$ cat src/rtl/okdram_fifo_pkg.sv
// Shared constants and types for the okDRAM64X8D-backed byte FIFO.
package okdram_fifo_pkg;
  localparam int FIFO_DEPTH = 64;
  localparam int FIFO_AW    = 6;
  localparam int FIFO_DW    = 8;
  localparam int PTR_W      = 7;
  localparam int CNT_W      = 7;

  typedef logic [PTR_W-1:0] fifo_ptr_t;
endpackage

$ cat src/rtl/okdram_fifo_ctrl_ram.sv
// 64x8 dual-port distributed RAM: synchronous write on port A, asynchronous reads on A and B.
module okDRAM64X8D
  import okdram_fifo_pkg::*;
(
  input  logic               wclk,
  input  logic               we,
  input  logic [FIFO_AW-1:0] addrA,
  input  logic [FIFO_AW-1:0] addrB,
  input  logic [FIFO_DW-1:0] din,
  output logic [FIFO_DW-1:0] doutA,
  output logic [FIFO_DW-1:0] doutB
);
  logic [FIFO_DW-1:0] mem [FIFO_DEPTH];

  always_ff @(posedge wclk)
    if (we) mem[addrA] <= din;

  assign doutA = mem[addrA];
  assign doutB = mem[addrB];
endmodule

$ cat src/rtl/okdram_fifo_ctrl.sv
// Single-clock 64x8 FIFO controller: pointers, occupancy, registered flags and read-data stage
// around one okDRAM64X8D instance.
module okdram_fifo_ctrl
  import okdram_fifo_pkg::*;
#(
  parameter int AFULL_THRESH  = 48,
  parameter int AEMPTY_THRESH = 8
) (
  input  logic               clk,
  input  logic               reset,
  input  logic               wr_en,
  input  logic [FIFO_DW-1:0] wr_data,
  input  logic               rd_en,
  output logic [FIFO_DW-1:0] rd_data,
  output logic               rd_valid,
  output logic               full,
  output logic               empty,
  output logic               almost_full,
  output logic               almost_empty,
  output logic [CNT_W-1:0]   count,
  output logic               overflow,
  output logic               underflow
);
  fifo_ptr_t          wr_ptr, rd_ptr;
  logic               wr_acc, rd_acc;
  logic [CNT_W-1:0]   count_nxt;
  logic [FIFO_DW-1:0] ram_doutb;

  // Requests are qualified only by registered flags, never by the other port.
  assign wr_acc = wr_en & ~full;
  assign rd_acc = rd_en & ~empty;

  always_comb begin
    count_nxt = count;
    if (wr_acc && !rd_acc)      count_nxt = count + CNT_W'(1);
    else if (rd_acc && !wr_acc) count_nxt = count - CNT_W'(1);
  end

  okDRAM64X8D u_ram (
    .wclk  (clk),
    .we    (wr_acc),
    .addrA (wr_ptr[FIFO_AW-1:0]),
    .addrB (rd_ptr[FIFO_AW-1:0]),
    .din   (wr_data),
    .doutA (),
    .doutB (ram_doutb)
  );

  always_ff @(posedge clk) begin
    if (reset) begin
      wr_ptr       <= '0;
      rd_ptr       <= '0;
      count        <= '0;
      full         <= 1'b0;
      empty        <= 1'b1;
      almost_full  <= 1'b0;
      almost_empty <= 1'b1;
      overflow     <= 1'b0;
      underflow    <= 1'b0;
      rd_data      <= '0;
      rd_valid     <= 1'b0;
    end else begin
      if (wr_acc) wr_ptr <= wr_ptr + PTR_W'(1);
      if (rd_acc) begin
        rd_ptr  <= rd_ptr + PTR_W'(1);
        rd_data <= ram_doutb;
      end
      rd_valid     <= rd_acc;
      count        <= count_nxt;
      // Flags track next-state count so they never lag the occupancy output.
      full         <= (count_nxt == CNT_W'(FIFO_DEPTH));
      empty        <= (count_nxt == '0);
      almost_full  <= (count_nxt >= CNT_W'(AFULL_THRESH));
      almost_empty <= (count_nxt <= CNT_W'(AEMPTY_THRESH));
      if (wr_en && full)  overflow  <= 1'b1;
      if (rd_en && empty) underflow <= 1'b1;
    end
  end
endmodule

$ cat config.mk
export PLATFORM = sky130hd
export DESIGN_NAME = okdram_fifo_ctrl
export DESIGN_NICKNAME = d
export VERILOG_FILES = /design/src/rtl/okdram_fifo_pkg.sv /design/src/rtl/okdram_fifo_ctrl_ram.sv /design/src/rtl/okdram_fifo_ctrl.sv
export SDC_FILE = /design/constraint.sdc
export NUM_CORES = 1
export LEC_CHECK = 0
export CAP_MARGIN = 20
export CORE_MARGIN = 2
export CORE_UTILIZATION = 40
export CTS_CLUSTER_DIAMETER = 50
export DETAILED_ROUTE_END_ITERATION = 8
export HOLD_SLACK_MARGIN = 0.02
export PLACE_DENSITY = 0.51
export SYNTH_ARGS = -nofsm -noshare
export SYNTH_HDL_FRONTEND = slang
export SYNTH_HIERARCHICAL = 1
export SYNTH_SLANG_ARGS = --single-unit
$ cat constraint.sdc
create_clock -name clk -period 2.65 [get_ports clk]
set_input_delay 0.795 -clock clk [delete_from_list [all_inputs] [get_ports clk]]
set_output_delay 0.795 -clock clk [all_outputs]
set_load 0.05 [all_outputs]
# Yosys cells after proc, flatten, opt, wreduce, memory -nomap -nowiden
# Memories as Yosys holds them, arrays and structs flattened. A register that Yosys moved wholly into a read port is not among the register bits.
# Cells that the tools add are included.
# word_totals
mem_count	1
rom_bits	0
inputBits	12
out_inout_bits	22
ramBits	512
latch_bits	0
regBits	28
# memory_table
memory	depth	word_bits	read_ports	rd_clocked_by_memory_dff	write_ports	line_no	source
u_ram.mem	64	8	1	1	1	okdram_fifo_ctrl_ram.sv:13	logic [FIFO_DW-1:0] mem [FIFO_DEPTH];
# op_classes
mux	4
bitwise_logic	4
n_mul	0
n_eq_ne	1
shift	0
n_addsub	4
n_div	0
order_cmp	2
reduce_logical	7
# op_table
cell	n
$add 7x1->7 const B	3
$mux 7	2
$eq 7x7->1 const B	1
$ge 7x6->1 const B	1
$le 7x4->1 const B	1
$logic_not 7->1	1
$sub 7x1->7 const B	1
$logic_and 1x1->1	4
$and 1x1->1	2
$logic_not 1->1	2
$mux 1	2
$not 1->1	2

# Longest topological paths before layout
# Gate-level depths: netlist (run 1).
# depth
word_depth	7
mapped_depth	10
ltp_nobuf	8

# Hierarchy
# Netlist (run 1), hierarchy kept.
# modules_own_cells
mod	n_inst	area_each_um2	cells_per_inst
okDRAM64X8D	1	24121.9	1396
okdram_fifo_ctrl	1	1413.9	162

# Worst setup path after synthesis (run 1)
# OpenSTA, ideal clock, no wires.
# synth_path
kind	input -> register
startpoint	in wr_en
endpoint	mem u_ram.mem[17][0] (enable)
path_slack_ns	0.290
arrival_time_ns	1.989
cell_stages	6
cell_sequence	nand2b_4 -> inv_1 -> buf_2 -> nor2b_1 -> nand2_1 -> nor2_1
# synth_via
elab_chain_len	3
# synth_rtl
item	line_no	source
start, declared	okdram_fifo_ctrl.sv:11	input logic wr_en,
$and 1x1->1	okdram_fifo_ctrl.sv:30	assign wr_acc = wr_en & ~full;
via wr_acc	okdram_fifo_ctrl.sv:25	logic wr_acc, rd_acc;
$mux 1	okdram_fifo_ctrl_ram.sv:16	if (we) mem[addrA] <= din;
$mux 1 (not written as such)	okdram_fifo_ctrl_ram.sv:16	
end, declared	okdram_fifo_ctrl_ram.sv:13	
# The timed path passes the listed nets, and every way through them passes these cells.

# Final worst setup path (run 1)
# layout_path
startpoint	reg empty
endpoint	out empty
# layout_rtl
item	line_no	source
start, declared	okdram_fifo_ctrl.sv:17	output logic empty,
start signal, assigned	okdram_fifo_ctrl.sv:72	empty <= (count_nxt == '0);
# No word-level cell between the ends.

==> results.md, run 1 <==
### Run status
- outcome: finished clean

### Timing
- RSZ-0062 raised after global routing: false
- setup slack of the critical path after layout: 0.0603 ns
- Worst Skew: 0.0154 ns
- Fmax: 0.386 GHz
- number of slew-limit violations in the final report: 0
- transition time at the pin with the least slew margin: 0.700 ns
- final clock period utilization by the worst path: 97.7%
- normalized max-slew margin: 53.3%
- final critical path time including I/O delays and setup: 2.59 ns
- final hold viol count: 0
- Finish-stage setup viols: 0
- setup TNS: 0 ns

### Routing
- detailed-route vias per instance: 5.50
- number of detailed-routing iterations run before antenna repair: 5
- WL final: 51,900 µm
- Wirelength per Cell: 26.1 µm
- residual antenna-violating net count after detailed routing: 0
- DR vias: 10,900
- DRC violations left: 0
- iteration-0 DRC count of the detailed router: 1,050

### Worst setup path
- critical path endpoint category: output port
- cell chain of the critical path: clkdlybuf4s50_1
- Worst Path Required: 1.86 ns
- Slowest cell on crit path: clkdlybuf4s50_1
- Bufs and invs on worst path: 1
- worst r2r src: rd_ptr[0]
- Slowest Stage Delay on Critical Path: 0.82 ns
- worst r2r path cells: 9
- FF-to-FF setup slack: 0.09 ns
- Worst Setup Start Kind: flip-flop
- cell family contributing the most delay on the critical path: buffers and inverters
- worst path arrival time: 1.79 ns
- Critical R2R Capture: rd_data[4]
- Crit Path Class: flip-flop to output port
- crit-path max FO: 4

### Clocking
- clock tree from TritonCTS: built
- number of buffers added to fix hold violations after cts: 0
- number of buffers on the longest clock path: 3
- clock transition at the register clock pins on the worst setup and hold paths after CTS: 0.06 ns
- depth of the CTS H-tree: 2
- CTS Buf Count: 56
- clock network latency to the later pin of the worst-skew pair: 0.60 ns
- buffers inserted by post-CTS timing repair: 0
- clk sinks: 546
- CTS Root Buffer Type: clkbuf_16

### Hold path
- path type of the worst min-delay path: flip-flop to flip-flop
- worst hold path depth: 2
- hold-critical path endpoint: rd_data[1]
- worst hold path startpoint: rd_data[1]

### Global routing
- total gr overflow: 0
- maximum number of pins on one net before global-route repair: 65
- number of global-route vias before repair: 11,000
- first-pass GRT wire length: 76,300 µm
- global router's overall resource usage: 18.9%
- number of antenna violations at the first check in global routing: 0

### Power
- relative contribution of sequential cells to total power: 47.9%
- Peak supply drop: 0.445 mV
- internal power summed over all cells: 15.3 mW
- part of the total power dissipated in combinational logic: 13.6%
- power density cells: 802 nW/µm²
- total design power: 20.2 mW
- share of total power in the clock network: 38.5%
- net switching component of the power: 4.88 mW
- sw frac: 24.2%
- total leakage power: 7.93 nW

### Floorplanning
- floorplan die area: 55,300 µm²
- site row count: 84
- number of primary I/O pins: 34
- die span in y: 235 µm
- Initial Util: 40.6%
- Die X: 235 µm
- Core Area: 52,700 µm²

### Logic synthesis
- synthesized netlist net count: 1,123
- Syn. warnings: 6
- Synth Area per Inst: 19.3 µm²
- gate count of the mapped netlist: 1,107
- post-synth design cell area: 21,400 µm²

### Cells and area
- final design instance area without fill: 25,100 µm²
- share of final-layout standard cells stronger than drive strength 1: 27.7%
- Finished Core Util: 47.7%
- area growth from synthesis to layout: 17.6%
- Antenna Cells: 0
- Net count, final: 1,271

### Run
- number of maximum-capacitance violations: 0

### Place
- count of buffers inserted at the top-level ports: 33
- placed cell areas: 23,300 µm²
- HPWL after detailed placement: 32,800 µm
- Placer Congestion: 0.849
- DP Worst Slack: -0.195 ns

## metal layers
metal	vias up	share of wire [%]	wire length [µm]	global-route usage, %
met5	-	0	0	0
met4	0	2.8	1440	6.54
met3	65	5.1	2650	2.78
met2	320	45	23300	27.9
met1	5773	47	24500	28.8
li1	4767	-	-	-
## power groups by stage
stage	sequential, mW	combinational (mW)	clock (mW)
final	9.65	2.75	7.76
after global routing	9.66	2.93	8.26
after CTS	9.65	2.78	7.94
after detailed placement	9.84	2.80	0
after global placement	9.83	2.79	0
after floorplan	10.0	1.57	0
## timing repair
item,4_1_cts,5_1_grt
pin swaps,0,0
cloned,0,0
setup endpoints to repair,7,1
resized for setup,7,1
## worst min-delay path, delay by kind of cell (launching register included)
kind            cells  cell delay (ns)
simple gates        1             0.05
flops               1             0.31
compound gates      1             0.05
## metrics by stage
step	hold slack [ns]	std cells
CTS	0.464	1988
global route	0.484	1988
detailed placement	0.456	1885
floorplan	0.476	1107
finish	0.463	1988
global placement	0.448	1885
## placed cells by master, fill, tap and decap left out, types with 14 or more instances in the layout
master           count
mux4_2             128
clkinv_1            14
clkbuf_16           57
buf_4              116
o22ai_1             15
edfxtp_1           512
nand2_1             51
buf_12              17
dfxtp_1             31
clkdlybuf4s50_1     18
a21oi_1             24
nor2_1              93
clkbuf_1            15
nand3_1             21
## how the worst max path moves through the flow
| stage | from | slack, ns | depth (start not counted) | to |
|---|---|---|---|---|
| after CTS | rd_data[2] | 0.01 | 1 | rd_data[2] |
| after floorplan | wr_en | 0.30 | 6 | u_ram/mem[0][0] |
| after detailed placement | wr_en | -0.19 | 8 | u_ram/mem[53][5] |
| after global placement | wr_en | -0.23 | 8 | u_ram/mem[53][7] |
| final | empty | 0.06 | 1 | empty |
| after global routing | rd_data[2] | 0.003 | 1 | rd_data[2] |
## flip-flops by register name (all words and copies together) (netlist names), 6 cells and up
signal,count
rd_ptr,6
wr_ptr,6
rd_data,8
u_ram/mem,512
count,7
## cell type report
| type | instances | area [µm²] |
|---|---|---|
| Timing Repair Buffer | 166 | 1490 |
| Multi-Input combinational cell | 481 | 4900 |
| Sequential cell | 546 | 16100 |
| Inverter | 4 | 15.0 |
| Clock inverter | 31 | 304 |
| Clock buffer | 72 | 1480 |
| Tap cell | 688 | 861 |
| Fill cell | 4399 | 27500 |
Note: power is estimated with default switching activity, not from simulation.
==> inputs of run 2 (changes only) <==
--- a/config.mk
+++ b/config.mk
@@ -11,2 +11,3 @@
 export CTS_CLUSTER_DIAMETER = 50
+export CTS_CLUSTER_SIZE = 12
 export DETAILED_ROUTE_END_ITERATION = 8
--- a/constraint.sdc
+++ b/constraint.sdc
@@ -3,2 +3,2 @@
 set_output_delay 0.795 -clock clk [all_outputs]
-set_load 0.05 [all_outputs]
+set_load 0.005 [all_outputs]
==> run 2 against run 1 <==
  * Wire length increased by 0.11%
  * Setup slack improved by 0.038 ns
  * Power decreased by 3.7%
  * Largest power group unchanged
  * Largest cell class unchanged
  * Fmax increased by 1.5%
  * Non-clock buffer count unchanged
  * Via count decreased by 0.80%
  * Sequential power about the same
==> results.md, run 2 (same netlist as run 1, synthesis figures left out) <==
### Run status
- outcome: finished clean

### Global routing
- number of antenna violations at the first check in global routing: 0
- number of global-route vias before repair: 11,000
- global router's overall resource usage: 19.0%
- grt met3 use: 3.20%
- maximum number of pins on one net before global-route repair: 65
- grt peak-use layer: met1
- met2 track demand over resource: 27.7%
- first-pass GRT wire length: 76,700 µm
- GRT met1 Usage: 29.0%
- total gr overflow: 0

### Clocking
- CTS Buf Count: 55
- clock tree from TritonCTS: built
- number of buffers added to fix hold violations after cts: 0
- clock network latency to the later pin of the worst-skew pair: 0.60 ns
- depth of the CTS H-tree: 2
- CTS Root Buffer Type: clkbuf_16
- clock transition at the register clock pins on the worst setup and hold paths after CTS: 0.06 ns
- number of buffers on the longest clock path: 3
- clk sinks: 546

### Worst setup path
- worst r2r src: rd_ptr[0]
- Worst Setup Start Kind: flip-flop
- worst path arrival time: 3.04 ns
- critical path endpoint category: flip-flop
- FF-to-FF setup slack: 0.1 ns
- worst r2r path cells: 9
- Crit Path Class: flip-flop to flip-flop
- crit-path max FO: 13
- Critical R2R Capture: rd_data[4]
- most common cell type on the critical path: a21oi_1
- Bufs and invs on worst path: 1
- Slowest cell on crit path: mux4_2
- Slowest Stage Delay on Critical Path: 0.50 ns
- cell chain of the critical path: buf_12 > mux4_2 > nor2b_1 > a211oi_1 > a21oi_1 > a21oi_1 > o21ai_1 > nand2_1 > a21oi_1
- cell family contributing the most delay on the critical path: compound AO/OA/AOI/OAI gates
- Worst Path Required: 3.14 ns

### Floorplanning
- Core Area: 52,700 µm²
- floorplan die area: 55,300 µm²
- number of primary I/O pins: 34
- die span in y: 235 µm
- Die X: 235 µm
- site row count: 84
- Initial Util: 40.6%

### Cells and area
- Antenna Cells: 0
- final design instance area without fill: 25,000 µm²
- area growth from synthesis to layout: 16.9%
- number of filler instances in the final layout: 4,405
- leading cell types in the layout, fill and taps excluded: edfxtp_1 (512), mux4_2 (128), buf_4 (116)
- share of final-layout standard cells stronger than drive strength 1: 27.6%
- area occupied by multi-input gates: 4900 µm²
- largest register by flop count: u_ram/mem
- most frequent standard cell in the layout excluding fill and tap cells: edfxtp_1
- Net count, final: 1,270
- sequential standard cell area: 16,100 µm²
- number of flip-flops under the largest register name: 512
- registers with the most flip-flops: u_ram/mem: 512 flops, rd_data: 8 flops, count: 7 flops

### Power
- power density cells: 777 nW/µm²
- Peak supply drop: 0.469 mV
- total leakage power: 7.83 nW

### Routing
- DR vias: 10,800
- Wirelength per Cell: 26.3 µm
- detailed-route vias per instance: 5.49
- WL final: 51,900 µm
- number of detailed-routing iterations run before antenna repair: 5
- DRC violations left: 0
- iteration-0 DRC count of the detailed router: 1,107
- residual antenna-violating net count after detailed routing: 0

### Hold path
- hold-critical path endpoint: rd_data[3]
- path type of the worst min-delay path: flip-flop to flip-flop
- worst hold path startpoint: rd_data[3]
- worst hold path depth: 2

### Timing
- Fmax: 0.392 GHz
- number of slew-limit violations in the final report: 0
- final clock period utilization by the worst path: 96.3%
- transition time at the pin with the least slew margin: 0.701 ns
- final critical path time including I/O delays and setup: 2.55 ns
- RSZ-0062 raised after global routing: false
- Worst Skew: 0.0146 ns
- normalized max-slew margin: 53.2%
- setup TNS: 0 ns
- Finish-stage setup viols: 0
- final hold viol count: 0

### Place
- Placer Congestion: 0.849
- placed cell areas: 23,300 µm²
- HPWL after detailed placement: 32,800 µm
- count of buffers inserted at the top-level ports: 33

### Run
- number of maximum-capacitance violations: 0

[run 2: cell types whose count changed in the layout (fill, tap and decap cells not counted), sizes merged]
cell,delta
bufinv,-5
clkbuf,+7
clkdlybuf4s50,+7
clkinv,-13
clkinvlp,-2
dlygate4sd2,-7
inv,-1
[run 2: per-layer routing]
| layer | wire length (µm) | part of all wire (%) | vias to the layer above |
|---|---|---|---|
| met5 | 0 | 0 | - |
| met4 | 1600 | 3.1 | 0 |
| met3 | 3100 | 6.0 | 76 |
| met2 | 23000 | 44 | 325 |
| met1 | 24200 | 47 | 5685 |
| li1 | - | - | 4752 |
[run 2: worst max path at each step]
stage               slack [ns]                to  cells after the start       from
floorplan                 0.30   u_ram/mem[0][0]                      6      wr_en
global placement         -0.23  u_ram/mem[53][7]                      8      wr_en
detailed placement       -0.19  u_ram/mem[53][5]                      8      wr_en
CTS                       0.11        rd_data[4]                      9  rd_ptr[0]
global route              0.02        rd_data[3]                     10  rd_ptr[0]
finish                     0.1        rd_data[4]                      9  rd_ptr[0]
[run 2: per-stage QoR]
stage | instances | power, mW | setup WS, ns | hold WS [ns] | util, %
after floorplan | 1107 | 11.4 | 0.301 | 0.453 | -
after global placement | 1885 | 12.4 | -0.229 | 0.448 | 44.3
after detailed placement | 1885 | 12.4 | -0.195 | 0.456 | 44.3
after CTS | 1974 | 19.6 | 0.112 | 0.464 | 47.4
final | 1974 | 19.4 | 0.0979 | 0.463 | 47.4
after global routing | 1974 | 20.1 | 0.0213 | 0.484 | 47.4
[run 2: layout make-up]
cell class	instances	share of cell area, %
inverter	4	0.0602
clock buffer	79	6.13
sequential	546	64.4
timing repair buffer	166	6.02
tap	688	3.45
clock inverter	10	0.361
multi-input combinational	481	19.6
[run 2: worst register-to-register path, delay by kind of cell, from the launching register on]
family,cells,cell delay [ns]
AO/OA/AOI/OAI,5,1.13
flip-flops,1,0.37
buffers and inverters,1,0.19
multiplexers,1,0.51
AND/OR/NAND/NOR,2,0.26
[run 2: repair_timing]
action	in CTS	in global routing
gates resized for setup	0	1
setup endpoints to repair	0	1
buffers inserted	0	0
[run 2: power breakdown]
part	switching [mW]	internal, mW	leakage [nW]
registers	0.115	9.54	4.89
clock network	3.16	4.07	0.791
logic	1.29	1.24	2.15
total	4.56	14.8	7.83
